<file path="src/rtl/uart_word_tx_if.sv">
// Handshake bundle between the TX data register side and the serializer.
// The master owns the word and start strobe; the slave drives the line and status.
interface uart_word_tx_if #(
  parameter int N = 8
);
  logic [N-1:0] D;
  logic         start;
  logic         tx;
  logic         busy;
  logic         done;

  modport master (
    output D,
    output start,
    input  tx,
    input  busy,
    input  done
  );

  modport slave (
    input  D,
    input  start,
    output tx,
    output busy,
    output done
  );
endinterface

</file>
<file path="src/rtl/uart_word_tx.sv">
// Word-to-serial transmitter: start bit, N data bits LSB-first, stop bit,
// each bit held CLKS_PER_BIT clocks. All outputs come straight from registers.
module uart_word_tx #(
  parameter int N            = 8,
  parameter int CLKS_PER_BIT = 434
) (
  input  logic           clk,
  input  logic           rst,
  uart_word_tx_if.slave  bus
);

  localparam int CW = (CLKS_PER_BIT > 2) ? $clog2(CLKS_PER_BIT) : 1;
  localparam int BW = (N > 1) ? $clog2(N) : 1;

  localparam logic [1:0] IDLE  = 2'd0;
  localparam logic [1:0] START = 2'd1;
  localparam logic [1:0] DATA  = 2'd2;
  localparam logic [1:0] STOP  = 2'd3;

  localparam logic [CW-1:0] CNT_LAST = CW'(CLKS_PER_BIT - 1);
  localparam logic [BW-1:0] BIT_LAST = BW'(N - 1);

  logic [1:0]    state_reg, state_next;
  logic [CW-1:0] cnt_reg,   cnt_next;
  logic [BW-1:0] bit_reg,   bit_next;
  logic [N-1:0]  shift_reg, shift_next;
  logic          tx_reg,    tx_next;
  logic          busy_reg,  busy_next;
  logic          done_reg,  done_next;
  logic          bit_end;

  assign bit_end = (cnt_reg == CNT_LAST);

  always_comb begin
    state_next = state_reg;
    cnt_next   = cnt_reg;
    bit_next   = bit_reg;
    shift_next = shift_reg;
    tx_next    = tx_reg;
    busy_next  = busy_reg;
    done_next  = 1'b0;
    case (state_reg)
      IDLE: begin
        if (bus.start) begin
          state_next = START;
          shift_next = bus.D;
          cnt_next   = '0;
          tx_next    = 1'b0;
          busy_next  = 1'b1;
        end
      end
      START: begin
        if (bit_end) begin
          state_next = DATA;
          cnt_next   = '0;
          bit_next   = '0;
          tx_next    = shift_reg[0];
        end else begin
          cnt_next = cnt_reg + CW'(1);
        end
      end
      DATA: begin
        if (bit_end) begin
          cnt_next   = '0;
          shift_next = shift_reg >> 1;
          if (bit_reg == BIT_LAST) begin
            state_next = STOP;
            tx_next    = 1'b1;
          end else begin
            bit_next = bit_reg + BW'(1);
            // Next data bit is whatever lands in bit 0 after this shift.
            tx_next  = shift_next[0];
          end
        end else begin
          cnt_next = cnt_reg + CW'(1);
        end
      end
      STOP: begin
        if (bit_end) begin
          state_next = IDLE;
          cnt_next   = '0;
          busy_next  = 1'b0;
          done_next  = 1'b1;
        end else begin
          cnt_next = cnt_reg + CW'(1);
        end
      end
      default: begin
        state_next = IDLE;
      end
    endcase
  end

  always_ff @(posedge clk or negedge rst) begin
    if (!rst) begin
      state_reg <= IDLE;
      cnt_reg   <= '0;
      bit_reg   <= '0;
      shift_reg <= '0;
      tx_reg    <= 1'b1;
      busy_reg  <= 1'b0;
      done_reg  <= 1'b0;
    end else begin
      state_reg <= state_next;
      cnt_reg   <= cnt_next;
      bit_reg   <= bit_next;
      shift_reg <= shift_next;
      tx_reg    <= tx_next;
      busy_reg  <= busy_next;
      done_reg  <= done_next;
    end
  end

  assign bus.tx   = tx_reg;
  assign bus.busy = busy_reg;
  assign bus.done = done_reg;

endmodule

</file>
<file path="src/flat_wrapper.sv">
// flat-port wrapper written by rule: the top's interface ports become plain ports
module uart_word_tx_flat 
#(
  parameter int N            = 8,
  parameter int CLKS_PER_BIT = 434
)
  (clk, rst, bus_D, bus_start, bus_tx, bus_busy, bus_done);
  uart_word_tx_if #(.N(N)) bus_i ();
  input  logic clk;
  input  logic rst;
  input wire logic [$bits(bus_i.D)-1:0] bus_D;
  input wire logic [$bits(bus_i.start)-1:0] bus_start;
  output wire logic [$bits(bus_i.tx)-1:0] bus_tx;
  output wire logic [$bits(bus_i.busy)-1:0] bus_busy;
  output wire logic [$bits(bus_i.done)-1:0] bus_done;
  assign bus_i.D = bus_D;
  assign bus_i.start = bus_start;
  assign bus_tx = bus_i.tx;
  assign bus_busy = bus_i.busy;
  assign bus_done = bus_i.done;
  uart_word_tx #(.N(N), .CLKS_PER_BIT(CLKS_PER_BIT)) u_core (.clk(clk), .rst(rst), .bus(bus_i));
endmodule
</file>
<file path="config.mk">
export PLATFORM = sky130hd
export DESIGN_NAME = uart_word_tx_flat
export DESIGN_NICKNAME = d
export VERILOG_FILES = /design/src/rtl/uart_word_tx_if.sv /design/src/rtl/uart_word_tx.sv /design/src/flat_wrapper.sv
export SDC_FILE = /design/constraint.sdc
export NUM_CORES = 1
export LEC_CHECK = 0
export BUFFER_PORTS_ARGS = -buffer_cell sky130_fd_sc_hd__buf_2
export CORE_ASPECT_RATIO = 1.75
export CORE_MARGIN = 2
export CORE_UTILIZATION = 60
export DETAILED_ROUTE_END_ITERATION = 10
export PLACE_DENSITY = 0.88
export SETUP_SLACK_MARGIN = 0.3
export SYNTH_ARGS = -nofsm -noshare
export SYNTH_HDL_FRONTEND = slang
export SYNTH_SLANG_ARGS = --single-unit
</file>
<file path="constraint.sdc">
create_clock -name clk -period 4.8 [get_ports clk]
set_input_delay 0.72 -clock clk [delete_from_list [all_inputs] [get_ports clk]]
set_output_delay 0.72 -clock clk [all_outputs]
set_load 0.02 [all_outputs]
</file>
==> summary.txt <==
Period minus WS final - 2.37 ns
Max-Slew Margin vs Limit - 39.2%
Setup Buffers After CTS - 0
Die Span Y - 69.1 um
first-pass GRT wire length - 5270 um
Residual DRC - 0
clock buffer depth - 2
Mean Syn Cell Area - 9.95 sq um
CP Capture Type - flip-flop
Core Area - 2300 sq um
commonest non-fill, non-tap cells in the layout - 24 x dfrtp_1, 15 x o21ai_0, 13 x buf_2
Worst-Margin Slew - 0.910 ns
antenna violations before repair - 0
peak supply drop - 0.172 mV
placed cell areas - 1520 sq um
met1 wire length - 1220 um
GP Congestion - 0.860
WS Path Type - flip-flop to flip-flop
CTS root buf - clkbuf_8
commonest non-fill, non-tap cell in the layout - dfrtp_1
Finished Cell Area - 1570 sq um
clock-pin slew on the worst setup and hold paths - 0.09 ns
worst hold path class - primary input to async pin
CTS Hold Buffers Added - 0
grt ovf - 0
drt via density - 6.30
Critical Path RT - 4.97 ns
Cell Area, Synth - 1450 sq um
unrepaired setup endpoints after global routing - false
number of global-route vias before repair - 1,236
outcome - finished, final reports clean
Synth Instances - 146
final hold viol count - 0
Slew Viols, Final - 0
CTS HTree Levels - 1
DR iter-0 viols - 21
# rows - 23
Starting Density - 63.1%
flops & latches, synth - 25
clk_skew - 0.00188 ns
GRT Total Usage - 26.4%
routed wl met2 - 1810 um
Worst Path Max Fanout - 14
die footprint - 2850 sq um
Ys Warns - 0
antenna-violating nets left - 0
Synth Net Count - 166
Fin Hold WS - 0.424 ns
detailed placer's ending HPWL - 2430 um
Cell Pwr Density - 220 nW/um^2
Layout Area Growth over Synthesis - 7.92%
Netlist cell types - 39
largest net degree at the start of global routing - 26
routed length on met3 - 101 um
layout cells sized above 1 - 19.5%
Layout Nets - 180
total power - 345 uW
die width - 41.2 um
drt wl/cell - 17.5 um
Pre-antenna DRT Iters - 5
port bufs - 13
register area share after synthesis - 43.2%
Antenna Cells - 0
Final period util - 49.4%
max-cap violations - 0
max reg flops - 9
worst skew pair latency - 0.27 ns
Ports - 14
Finish-stage setup viols - 0
TritonCTS buffer count - 3
CTS tree - built
number of gates resized after cts - 0
final wirelength - 3210 um
DR top layer - met4
Startpoint Class - flip-flop
crit path DAT - 2.54 ns
Leak Pwr - 0.632 nW
clock sinks - 25
Via Count - 1,159
Max Fclk - 421 MHz
total negative setup slack - 0 ns
logic make-up after synthesis:
logic type      after synthesis  synth area share (%)
simple gates                 53                  20.7
compound gates               41                  21.1
flops                        25                  43.2
buf+inv                      14                  4.48
fa+ha+maj                     9                  7.75
mux                           4                  2.84
critical path, stage by stage (launching register included):
cell and delay [ns]:
dfrtp_1 0.41, inv_1 0.14, ha_1 0.36, nor2b_1 0.78, o41a_1 0.36, nand2b_1 0.09, o221a_2 0.13
synth_stat cells:
library cell  count  share of area [%]
o2bb2ai_1         1               0.60
nor3b_1           1               0.52
o221a_2           7                5.4
clkbuf_2          1               0.34
o211ai_1          3                1.6
nor3_1            2               0.69
a31oi_1           1               0.43
o41a_1            1               0.78
a21o_1            3                1.6
mux2_2            1               0.78
nand2_1          10                2.6
nor4b_1           2                1.2
ha_1              9                7.8
clkbuf_8          1               0.95
mux2i_1           3                2.1
dfrtp_1          24                 41
a221oi_2          1                1.0
nand3b_2          1               0.78
or3_2             1               0.52
a22o_1            3                1.8
clkbuf_1          1               0.26
and3_1            3                1.3
buf_2             1               0.34
a221o_1           1               0.69
or3_1             2               0.86
or4b_4            1               0.95
o31ai_1           1               0.52
a21oi_1           3                1.0
o21ai_0          15                5.2
nand4_1           3                1.3
o21bai_1          1               0.52
and4_1            1               0.60
nand2b_1          7                3.0
or2b_2            1               0.60
nor2_1            6                1.6
inv_1            10                2.6
nor2b_1           1               0.43
dfstp_2           1                1.8
nand3_1          11                3.8
cell type report:
type	count	area, sq um
fill	185	734
tap	25	31.3
multi-input combinational	107	761
clock buffer	3	41.3
clock inverter	1	5.00
inverter	10	37.5
timing repair buffer	13	65.1
sequential	25	627
metrics by stage:
stage / cells / utilization [%] / worst slack [ns]
2_1_floorplan: 146 / - / 2.96
4_1_cts: 184 / 68.1 / 2.46
5_1_grt: 184 / 68.1 / 2.25
3_5_place_dp: 180 / 66.1 / 2.49
6_report: 184 / 68.1 / 2.43
3_3_place_gp: 180 / 66.1 / 2.62
per-layer routing:
metal | up-vias | track usage, %
li1 | 565 | -
met1 | 552 | 28.3
met2 | 33 | 47.2
met3 | 9 | 1.93
met4 | 0 | 11.5
met5 | - | 0
worst paths after layout:
kind,end,cells past startpoint,start,slack [ns]
worst max-delay path,u_core.shift_reg[6],6,u_core.state_reg[0],2.43
worst min-delay path,u_core.bit_reg[0],1,rst,0.42
worst max register to register,u_core.shift_reg[6],6,u_core.state_reg[0],2.43
worst min register to register,u_core.bit_reg[1],1,u_core.bit_reg[1],0.56
max in group asynchronous,u_core.bus.tx,1,rst,4.01
min in group clk,u_core.bit_reg[1],1,u_core.bit_reg[1],0.56
where the power goes:
group          switching, mW  total (mW)  internal, mW
Sequential                 0       0.210         0.210
Clock                 0.0682       0.126        0.0582
Combinational        0.00576     0.00860       0.00284
Note: power is estimated with default switching activity, not from simulation.
